[config.mk]
export PLATFORM = sky130hd
export DESIGN_NAME = hazard_ctrl
export DESIGN_NICKNAME = d
export VERILOG_FILES = /design/src/rtl/hazard_ctrl.sv
export SDC_FILE = /design/constraint.sdc
export NUM_CORES = 1
export LEC_CHECK = 0
export CELL_PAD_IN_SITES_DETAIL_PLACEMENT = 0
export CELL_PAD_IN_SITES_GLOBAL_PLACEMENT = 1
export CORE_MARGIN = 2
export CORE_UTILIZATION = 40
export DETAILED_ROUTE_END_ITERATION = 8
export PLACE_DENSITY_LB_ADDON = 0.1
export SYNTH_ARGS = -nofsm -noshare
export SYNTH_HDL_FRONTEND = slang
export SYNTH_SLANG_ARGS = --single-unit
[constraint.sdc]
create_clock -name clk -period 7.6 [get_ports clk]
set_input_delay 1.52 -clock clk [delete_from_list [all_inputs] [get_ports clk]]
set_output_delay 1.52 -clock clk [all_outputs]
set_load 0.01 [all_outputs]
[src/rtl/hazard_ctrl.sv]
//------------------------------------------------------------------------------
// hazard_ctrl : load-use stall / taken-branch flush controller for the 5-stage
//               core, with saturating stall and flush event counters.
// Revision    : 1.0  initial release
//------------------------------------------------------------------------------
`default_nettype none

module hazard_ctrl #(
    parameter int LOAD_USE_STALL = 1,
    parameter int FLUSH_CYCLES   = 2,
    parameter int CNT_W          = 32
) (
    input  logic             clk,
    input  logic             rst,
    input  logic [4:0]       id_rs1,
    input  logic [4:0]       id_rs2,
    input  logic             id_use_rs1,
    input  logic             id_use_rs2,
    input  logic             ex_MemRead,
    input  logic [4:0]       ex_rd,
    input  logic             branch_taken_ex,
    output logic             PCWrite,
    output logic             IF_ID_Write,
    output logic             IF_ID_Flush,
    output logic             ID_EX_Bubble,
    output logic             busy,
    output logic [CNT_W-1:0] stall_count,
    output logic [CNT_W-1:0] flush_count
);

    typedef enum logic [1:0] {
        S_RUN   = 2'd0,
        S_STALL = 2'd1,
        S_FLUSH = 2'd2
    } state_t;

    localparam logic [1:0] c_STALL_RELOAD = 2'(LOAD_USE_STALL - 1);
    localparam logic [1:0] c_FLUSH_RELOAD = 2'(FLUSH_CYCLES - 1);
    localparam logic [CNT_W-1:0] c_CNT_ONE = CNT_W'(1);

    state_t           r_state;
    state_t           w_state_nxt;
    logic [1:0]       r_cnt;
    logic [1:0]       w_cnt_nxt;
    logic [CNT_W-1:0] r_stall_count;
    logic [CNT_W-1:0] r_flush_count;

    logic w_hazard;
    logic w_pcwrite;
    logic w_ifid_write;
    logic w_ifid_flush;
    logic w_idex_bubble;

    assign w_hazard = ex_MemRead & (ex_rd != 5'd0) &
                      ((id_use_rs1 & (ex_rd == id_rs1)) |
                       (id_use_rs2 & (ex_rd == id_rs2)));

    always_ff @(posedge clk or posedge rst) begin
        if (rst) begin
            r_state <= S_RUN;
            r_cnt   <= 2'd0;
        end else begin
            r_state <= w_state_nxt;
            r_cnt   <= w_cnt_nxt;
        end
    end

    always_comb begin
        w_state_nxt   = r_state;
        w_cnt_nxt     = r_cnt;
        w_pcwrite     = 1'b1;
        w_ifid_write  = 1'b1;
        w_ifid_flush  = 1'b0;
        w_idex_bubble = 1'b0;

        // A taken branch wins in every state: redirect and start a flush run.
        if (branch_taken_ex) begin
            w_ifid_flush  = 1'b1;
            w_idex_bubble = 1'b1;
            if (FLUSH_CYCLES > 1) begin
                w_state_nxt = S_FLUSH;
                w_cnt_nxt   = c_FLUSH_RELOAD;
            end else begin
                w_state_nxt = S_RUN;
                w_cnt_nxt   = 2'd0;
            end
        end else begin
            case (r_state)
                S_RUN: begin
                    if (w_hazard) begin
                        w_pcwrite     = 1'b0;
                        w_ifid_write  = 1'b0;
                        w_idex_bubble = 1'b1;
                        if (LOAD_USE_STALL > 1) begin
                            w_state_nxt = S_STALL;
                            w_cnt_nxt   = c_STALL_RELOAD;
                        end
                    end
                end
                S_STALL: begin
                    w_pcwrite     = 1'b0;
                    w_ifid_write  = 1'b0;
                    w_idex_bubble = 1'b1;
                    w_cnt_nxt     = r_cnt - 2'd1;
                    if (r_cnt == 2'd1) begin
                        w_state_nxt = S_RUN;
                    end
                end
                S_FLUSH: begin
                    w_ifid_flush  = 1'b1;
                    w_idex_bubble = 1'b1;
                    w_cnt_nxt     = r_cnt - 2'd1;
                    if (r_cnt == 2'd1) begin
                        w_state_nxt = S_RUN;
                    end
                end
                default: begin
                    w_state_nxt = S_RUN;
                    w_cnt_nxt   = 2'd0;
                end
            endcase
        end
    end

    // Reset must quiesce the pipeline immediately, independent of the clock.
    assign PCWrite      = rst ? 1'b0 : w_pcwrite;
    assign IF_ID_Write  = rst ? 1'b0 : w_ifid_write;
    assign IF_ID_Flush  = rst ? 1'b1 : w_ifid_flush;
    assign ID_EX_Bubble = rst ? 1'b1 : w_idex_bubble;
    assign busy         = ~rst & (r_state != S_RUN);

    always_ff @(posedge clk or posedge rst) begin
        if (rst) begin
            r_stall_count <= '0;
            r_flush_count <= '0;
        end else begin
            if (!w_pcwrite && (r_stall_count != '1)) begin
                r_stall_count <= r_stall_count + c_CNT_ONE;
            end
            if (w_ifid_flush && (r_flush_count != '1)) begin
                r_flush_count <= r_flush_count + c_CNT_ONE;
            end
        end
    end

    assign stall_count = r_stall_count;
    assign flush_count = r_flush_count;

endmodule

`default_nettype wire

Word-level counts from Yosys, hierarchy flattened
Cells that the tools add are included.

Mux-type cells: 16. $add $sub $neg: 3. Eq/ne operators: 9. Bitwise operators: 7. Reductions and logical operators: 8.

Operators by type and width (count): adder 32 x 1 -> 32 bit, second input constant (2); inequality test 32 bit, second input constant (2); == test 5 bit (2); two-way mux 1 bit (9); one-hot mux 2 bit (2 select lines) (2); two-way mux 2 bit (3); bitwise AND 1 bit (5); nonzero test 5 bit (1); == test 2 x 1 -> 1 bit, second input constant (2); one-hot mux 1 bit (2 select lines) (2); inequality test 3 x 1 -> 1 bit, second input constant (1); == test 2 bit, second input constant (1); logical AND 1 bit (2); logical NOT 2 bit (1); inequality test 2 bit, second input constant (1); AND reduction 2 bit (1); nonzero test 2 bit (1); OR reduction 2 bit (1); subtractor 2 x 1 -> 2 bit, second input constant (1); logical NOT 1 bit (1); inverter 1 bit (1); OR 1 bit (1).

Output and inout bits: 69. Word-level logic and storage cells: 47. Register bits after elaboration: 68.

Longest topological paths before layout
Gate-level depths: netlist (run 1).

Depth in word-level cells: 9. Depth in mapped cells: 8. Gate-level depth less buffers: 7.

Least setup slack after synthesis (run 1)
Ideal clock, no wire load.

Path type: input -> output. Start: in rst. End: out ID_EX_Bubble. Stages: 3. Arrival: 3.667 ns. Data required time: 6.080 ns. Path slack: 2.413 ns. Cells stage by stage: inv_1 -> nand2_1 -> or2_2.

Cells in the longest elaborated chain, start to end: 1.

RTL lines: start, declared (line 14) `input logic rst,`; two-way mux 1 bit (line 129) `assign ID_EX_Bubble = rst ? 1'b1 : w_idex_bubble;`; end, declared (line 25) `output logic ID_EX_Bubble,`.

No other way between the ends.

Final worst setup path (run 1)
Start: in ex_rd[1]. End: out ID_EX_Bubble.

Cells in the longest elaborated chain, start to end: 8. Elaborated cells between the ends (all ways): 12. Those cells by class: 2 x eq/ne; 4 x mux; 5 x bitwise; 1 x reduce/logical.

RTL lines: start, declared (line 20) `input logic [4:0] ex_rd,`; == test 5 bit, on equally long branches (line 55, 56); bitwise AND 1 bit, on equally long branches (line 55, 56); OR 1 bit (line 55) `((id_use_rs1 & (ex_rd == id_rs1)) |`; bitwise AND 1 bit * (line 54) `assign w_hazard = ex_MemRead & (ex_rd != 5'd0) &`; two-way mux 1 bit * (line 90) `if (w_hazard) begin`; one-hot mux 1 bit (2 select lines) * (line 88) `case (r_state)`; two-way mux 1 bit * (line 77) `if (branch_taken_ex) begin`; two-way mux 1 bit * (line 129).

Every way passes the cells marked *; elsewhere a longest branch is shown, timed or not.

==> key figures, run 1 <==
Power
  – Design Power: ~0.9 mW
  – Net Sw Frac: about a quarter
  – Clock power frac: a little under two fifths
  – Pwr/cell area: 196.0 mW/mm²
  – Combinational share of power: 16.3%
  – Static leakage: between 1.5 and 2 nW
  – Psw: approximately 0.23 mW
  – Peak supply drop: 0.1575 mV
  – Sequential Power Share: between 40% and 50%
  – Internal Power: 0.6671 mW

STA
  – Setup violators final: 0
  – Final worst setup slack: 2.388 ns
  – Measured slew at the worst slew-check pin: 1.133 ns
  – Achievable frequency: ~0.19 GHz
  – Slew Viols, Final: 0
  – RSZ-0062 raised after global routing: false
  – Clock Skew: 0.01164 ns
  – Crit path time final: ~5.2 ns
  – Slew margin rel.: between 20% and 30%
  – Setup TNS: 0 ns
  – Final period utilization: 68.58%
  – Hold Violations, Final: 0

Die
  – Die Span Y: 95.97 µm
  – Io pins: 90
  – Die footprint: between 0.009 and 0.01 mm²
  – Die width: 95.97 µm
  – Initial core utilization: 41.18%
  – Core area: 0.008217 mm²
  – Site Rows: 33

Yosys
  – Cells after Synth: 316
  – Library cells used by synthesis: 48
  – Sequential area share after synthesis: approximately half
  – Dominant synthesized flop cell: dfrtp_1
  – Largest cells by area after synthesis: dfrtp_1 50%, xnor2_1 13%, xor2_1 5.2%, nand4_1 5.0%, nand3_1 3.1%
  – FFs w/ async S/R, synth: 100.0%
  – Area leader, netlist: dfrtp_1
  – Syn Nets: 340
  – Mean Syn Cell Area: roughly 11 µm²
  – Netlist Area Pre-Place: 0.003383 mm²
  – Number of synthesized flops with an enable pin: 0
  – Yosys top cell area share: 49.56%
  – Synthesis-stage register bit count: 67
  – Synth warn: 0

Clocking
  – TritonCTS Buffers: 9
  – TritonCTS clock tree: built
  – Hold buffers post-CTS: 0
  – Clock Sinks: 67
  – Post-CTS setup repair buffer count: 0
  – Clock transition at path regs: 0.08 ns
  – H-tree Lvls: 3
  – CTS root buf: clkbuf_8
  – PostCTS Resize Cnt: 0
  – Skew-Pair Late Insertion Delay: 0.34 ns
  – Longest Clk Path Bufs: 2

Critical path
  – Worst R2R Start: flush_count[0]$_DFFE_PP0P_
  – CP most frequent cell: clkdlybuf4s50_1
  – WS Path Type: in -> out
  – WP data arrival: 3.69 ns
  – Critical path's top delay family: simple AND/OR/NAND/NOR gates
  – Crit-path max FO: 3
  – Buffers and inverters on the worst path: 2
  – CP max-delay cell: or4_1
  – CP Launch Type: input pin
  – Worst path max stage delay: 0.56 ns
  – Reg2reg setup slack: approximately 5.2 ns
  – Crit end category: output port
  – CP Cell Sequence: clkdlybuf4s50_1 > or4_1 > o21ai_2 > and2b_1 > or2_2 > clkdlybuf4s50_1
  – Critical Path RT: roughly 6.1 ns
  – CP Launch Point: ex_rd[1]

Detailed routing
  – Post-route ant nets: 0
  – Vias: 2650
  – WL per Instance: 14.52 µm
  – DRC: 0
  – Drt via density: 5.106
  – Total wire length: approximately 7.5 mm
  – Drt first-iter violations: between 40 and 50
  – DRT Pass-1 Iters: 4

Status
  – Status: complete, no violations

Min path
  – Hold Path Class: reg -> reg
  – Hold Startpoint: stall_count[19]$_DFFE_PP0P_

Place
  – Input/output buffers: 89
  – Placed Cells: 503
  – HPWL after DPL: 5.436 mm
  – Gpl congestion: 0.7361
  – Pre-CTS setup slack: 2.378 ns

Cells and area
  – FILL cells: ~760
  – Commonest non-fill, non-tap cell in the layout: clkdlybuf4s50_1
  – Layout Cells excl Fill: 519
  – Ant diodes: 0
  – Final Util: 55.86%
  – Most frequent cells in the layout: 89 x clkdlybuf4s50_1, 67 x dfrtp_1, 52 x xnor2_1
  – FF/Latch Area: between 0.0015 and 0.002 mm²
  – Multi-input gate area: 0.001623 mm²
  – Area growth from synthesis to final layout: 35.65%
  – Share of cells above drive strength 1: 9.179%
  – Final Net Count: 433

Global routing
  – Antenna violations before repair: 0
  – Total congestion overflow: 0
  – Grt peak-use layer: met2
  – Met3 Usage GRT: under 10%
  – Vias in the first global route: between 2k and 3k
  – Total Routing Usage GR: around 18%
  – Largest net degree at the start of global routing: 68
  – First-pass GRT wire length: 12.59 mm
  – M1 GR Usage: 22.85%
  – Met2 Use GR: 28.15%

Job
  – Max-Cap Viols: 0
==> worst paths after layout <==
check | to | cells after the start
worst max-delay path | ID_EX_Bubble | 6
worst min-delay path | stall_count[19]$_DFFE_PP0P_ | 1
worst max register to register | flush_count[27]$_DFFE_PP0P_ | 6
worst min register to register | stall_count[19]$_DFFE_PP0P_ | 1
max in group asynchronous | flush_count[17]$_DFFE_PP0P_ | 3
min in group asynchronous | flush_count[31]$_DFFE_PP0P_ | 3
==> flip-flops by register name (all words and copies together), names as in the netlist <==
register     cells
flush_count     32
r_cnt            2
r_state          1
stall_count     32
==> cells in the mapped netlist, types with 2 or more instances <==
cell type	number
and3_1	10
and4_1	6
buf_2	4
buf_4	2
dfrtp_1	67
ha_1	3
inv_1	9
mux2_2	2
nand2_1	25
nand3_1	21
nand4_1	27
nor2_1	18
nor3_1	11
nor4_1	4
or2_1	2
or2_2	3
xnor2_1	52
xor2_1	20
==> power groups by stage <==
stage	Clock (mW)	Combinational (mW)	Sequential [mW]
floorplan	0	0.0678	0.425
global route	0.359	0.164	0.420
CTS	0.344	0.150	0.415
finish	0.338	0.147	0.415
detailed placement	0	0.150	0.420
global placement	0	0.146	0.421
==> cell families after synthesis <==
logic type | count (synthesis) | synth area share, %
xor+xnor | 72 | 18.64
buf+inv | 17 | 2.478
fa+ha+maj | 3 | 1.110
compound gates | 9 | 2.293
simple gates | 145 | 24.96
flops | 67 | 49.56
mux | 3 | 0.9615
==> through the flow <==
step,area (µm²),hold slack [ns]
finish,4589,0.4909
global route,4589,0.5110
detailed placement,4363,0.4829
floorplan,3383,0.4862
CTS,4589,0.4994
global placement,4363,0.4773
==> routing by layer <==
metal	wire length (µm)	vias up
met5	0	-
li1	-	1283
met2	3722	53
met3	282	13
met4	146	0
met1	3384	1301
==> final cells by class <==
cell class	count	share of cell area, %
Timing Repair Buffer	90	19.57
Inverter	9	0.7361
Tap cell	105	2.863
Multi-Input combinational cell	232	35.36
Clock buffer	11	3.299
Clock inverter	5	1.636
Sequential cell	67	36.53
No activity file was read; power rests on OpenSTA's default activity.
==> inputs of run 2 (changes only) <==
CORE_UTILIZATION = 34   (was 40)
clock period = 4.7 ns   (was 7.6 ns; I/O delays follow)
==> run 2 against run 1 <==
Effect of this change: worst setup slack lost 1.8 ns; first-iteration DRC count grew 72%; routed wire length grew 4.3%; power grew 62%; worst hold slack gained 0.0033 ns; clock skew shrank 0.0028 ns; clock-buffer cell count is the same; via count shrank 1.3%; design area grew 0.74%; non-clock buffer count is the same; sequential share of layout area shrank 0.27 points; highest routed layer unchanged.
==> key figures, run 2 (synthesis gave the netlist of run 1 again) <==
Clocking
  – TritonCTS clock tree: built
  – Longest Clk Path Bufs: 2 (unchanged)
  – Clock Sinks: 67 (unchanged)
  – Hold buffers post-CTS: 0 (unchanged)
  – Post-CTS setup repair buffer count: 0 (unchanged)
  – Skew-Pair Late Insertion Delay: 0.34 ns (about the same)
  – Clock transition at path regs: 0.08 ns (about the same)
  – H-tree Lvls: 3 (unchanged)
  – TritonCTS Buffers: 9 (unchanged)
  – CTS root buf: clkbuf_8
  – PostCTS Resize Cnt: 0 (unchanged)

Die
  – Site Rows: 36 (+9.1%)
  – Io pins: 90 (unchanged)
  – Core area: 0.009729 mm² (+18%)
  – Die footprint: 0.01077 mm² (+17%)
  – Die width: 103.8 µm (+8.1%)
  – Initial core utilization: 34.77% (-6.4 points)
  – Die Span Y: 103.8 µm (+8.1%)

STA
  – Slew margin rel.: 21.12% (-3.4 points)
  – Final period utilization: 87.36%
  – Hold Violations, Final: 0 (unchanged)
  – Measured slew at the worst slew-check pin: 1.183 ns (+0.05065 ns)
  – Clock Skew: 0.008809 ns (-0.002830 ns)
  – Crit path time final: between 4 and 5 ns
  – Setup violators final: 0 (unchanged)
  – RSZ-0062 raised after global routing: false
  – Achievable frequency: 0.2435 GHz
  – Setup TNS: 0 ns (unchanged)
  – Slew Viols, Final: 0 (unchanged)

Status
  – Status: complete, no violations

Place
  – HPWL after DPL: 5.611 mm (+3.2%)
  – Input/output buffers: 89 (unchanged)
  – DP Area: 0.004398 mm² (+0.80%)
  – Gpl congestion: 0.7692 (+4.5%)

Global routing
  – Antenna violations before repair: 0 (unchanged)
  – Total congestion overflow: 0 (unchanged)
  – Total Routing Usage GR: 15.09% (-2.5 points)
  – Largest net degree at the start of global routing: 68 (unchanged)
  – First-pass GRT wire length: 13.25 mm (+5.3%)
  – Vias in the first global route: 2620 (-1.5%)

Cells and area
  – Share of cells above drive strength 1: 8.959% (-0.22 points)
  – Most frequent cells in the layout: 89 x clkdlybuf4s50_1, 67 x dfrtp_1, 52 x xnor2_1
  – Final Net Count: 433 (unchanged)
  – FILL cells: 963 (+26%)
  – Final Cell Area: 0.004623 mm² (+0.74%)
  – Final Util: 47.52% (-8.3 points)
  – Commonest non-fill, non-tap cell in the layout: clkdlybuf4s50_1
  – Area growth from synthesis to final layout: 36.65%
  – Ant diodes: 0 (unchanged)

Detailed routing
  – Total wire length: 7.856 mm (+4.3%)
  – Drt via density: 4.791 (-6.2%)
  – Drt first-iter violations: 81 (+72%)
  – WL per Instance: 14.39 µm (-0.90%)
  – DRT Pass-1 Iters: 4 (unchanged)
  – DRC: 0 (unchanged)
  – Vias: 2616 (-1.3%)
  – Post-route ant nets: 0 (unchanged)

Critical path
  – Crit-path max FO: 3 (unchanged)
  – WP data arrival: 3.17 ns (-0.52 ns)
  – WS Path Type: in -> out
  – Crit end category: output port
  – Reg2reg setup slack: 2.29 ns (-2.90 ns)
  – CP Launch Type: input pin
  – Critical Path RT: 3.76 ns (-2.32 ns)

Min path
  – Hold Path Class: reg -> reg

Power
  – Peak supply drop: 0.2891 mV (+84%)
  – Static leakage: 1.946 nW (-0.19%)
  – Pwr/cell area: 315.9 mW/mm² (+61%)
  – Design Power: 1.460 mW (+62%)

Job
  – Max-Cap Viols: 0 (unchanged)
run 2: final cells by class:
cell class	instances	area, µm²	area share, %
tap	133	166.4	3.599
sequential	67	1677	36.27
timing repair buffer	90	898.4	19.43
clock inverter	4	73.82	1.597
multi-input combinational	232	1623	35.10
clock buffer	11	151.4	3.275
inverter	9	33.78	0.7307
run 2: layer usage:
layer  wire, µm  GRT usage (%)
met5          0              0
met4        121          5.502
met3        379          3.650
met2       3728          23.84
met1       3626          20.21
run 2: metrics by stage:
stage,worst slack (ns),hold WS [ns],instances
global route,0.5108,0.5053,546
global placement,0.5727,0.4783,531
floorplan,0.6733,0.4862,316
CTS,0.5693,0.4953,546
detailed placement,0.5856,0.4826,531
finish,0.5940,0.4942,546
run 2: power by group:
part	switching, mW	total (mW)	internal [mW]
combinational	0.102	0.238	0.136
clock	0.227	0.552	0.325
sequential	0.0525	0.670	0.617
run 2: worst max-delay path: stages:
cell and delay (ns):
clkdlybuf4s50_1 0.46, or4_1 0.58, o21ai_2 0.20, and2b_1 0.20, or2_2 0.29, clkdlybuf4s50_1 0.50
run 2: path summary, 6_finish.rpt:
check / from / to / cells after the start
setup / recovery: ex_rd[1] / ID_EX_Bubble / 6
max in group asynchronous: rst / flush_count[22]$_DFFE_PP0P_ / 3
min in group asynchronous: rst / flush_count[31]$_DFFE_PP0P_ / 3
hold reg to reg: stall_count[26]$_DFFE_PP0P_ / stall_count[26]$_DFFE_PP0P_ / 1
setup reg to reg: flush_count[0]$_DFFE_PP0P_ / flush_count[25]$_DFFE_PP0P_ / 6
hold / removal: stall_count[26]$_DFFE_PP0P_ / stall_count[26]$_DFFE_PP0P_ / 1
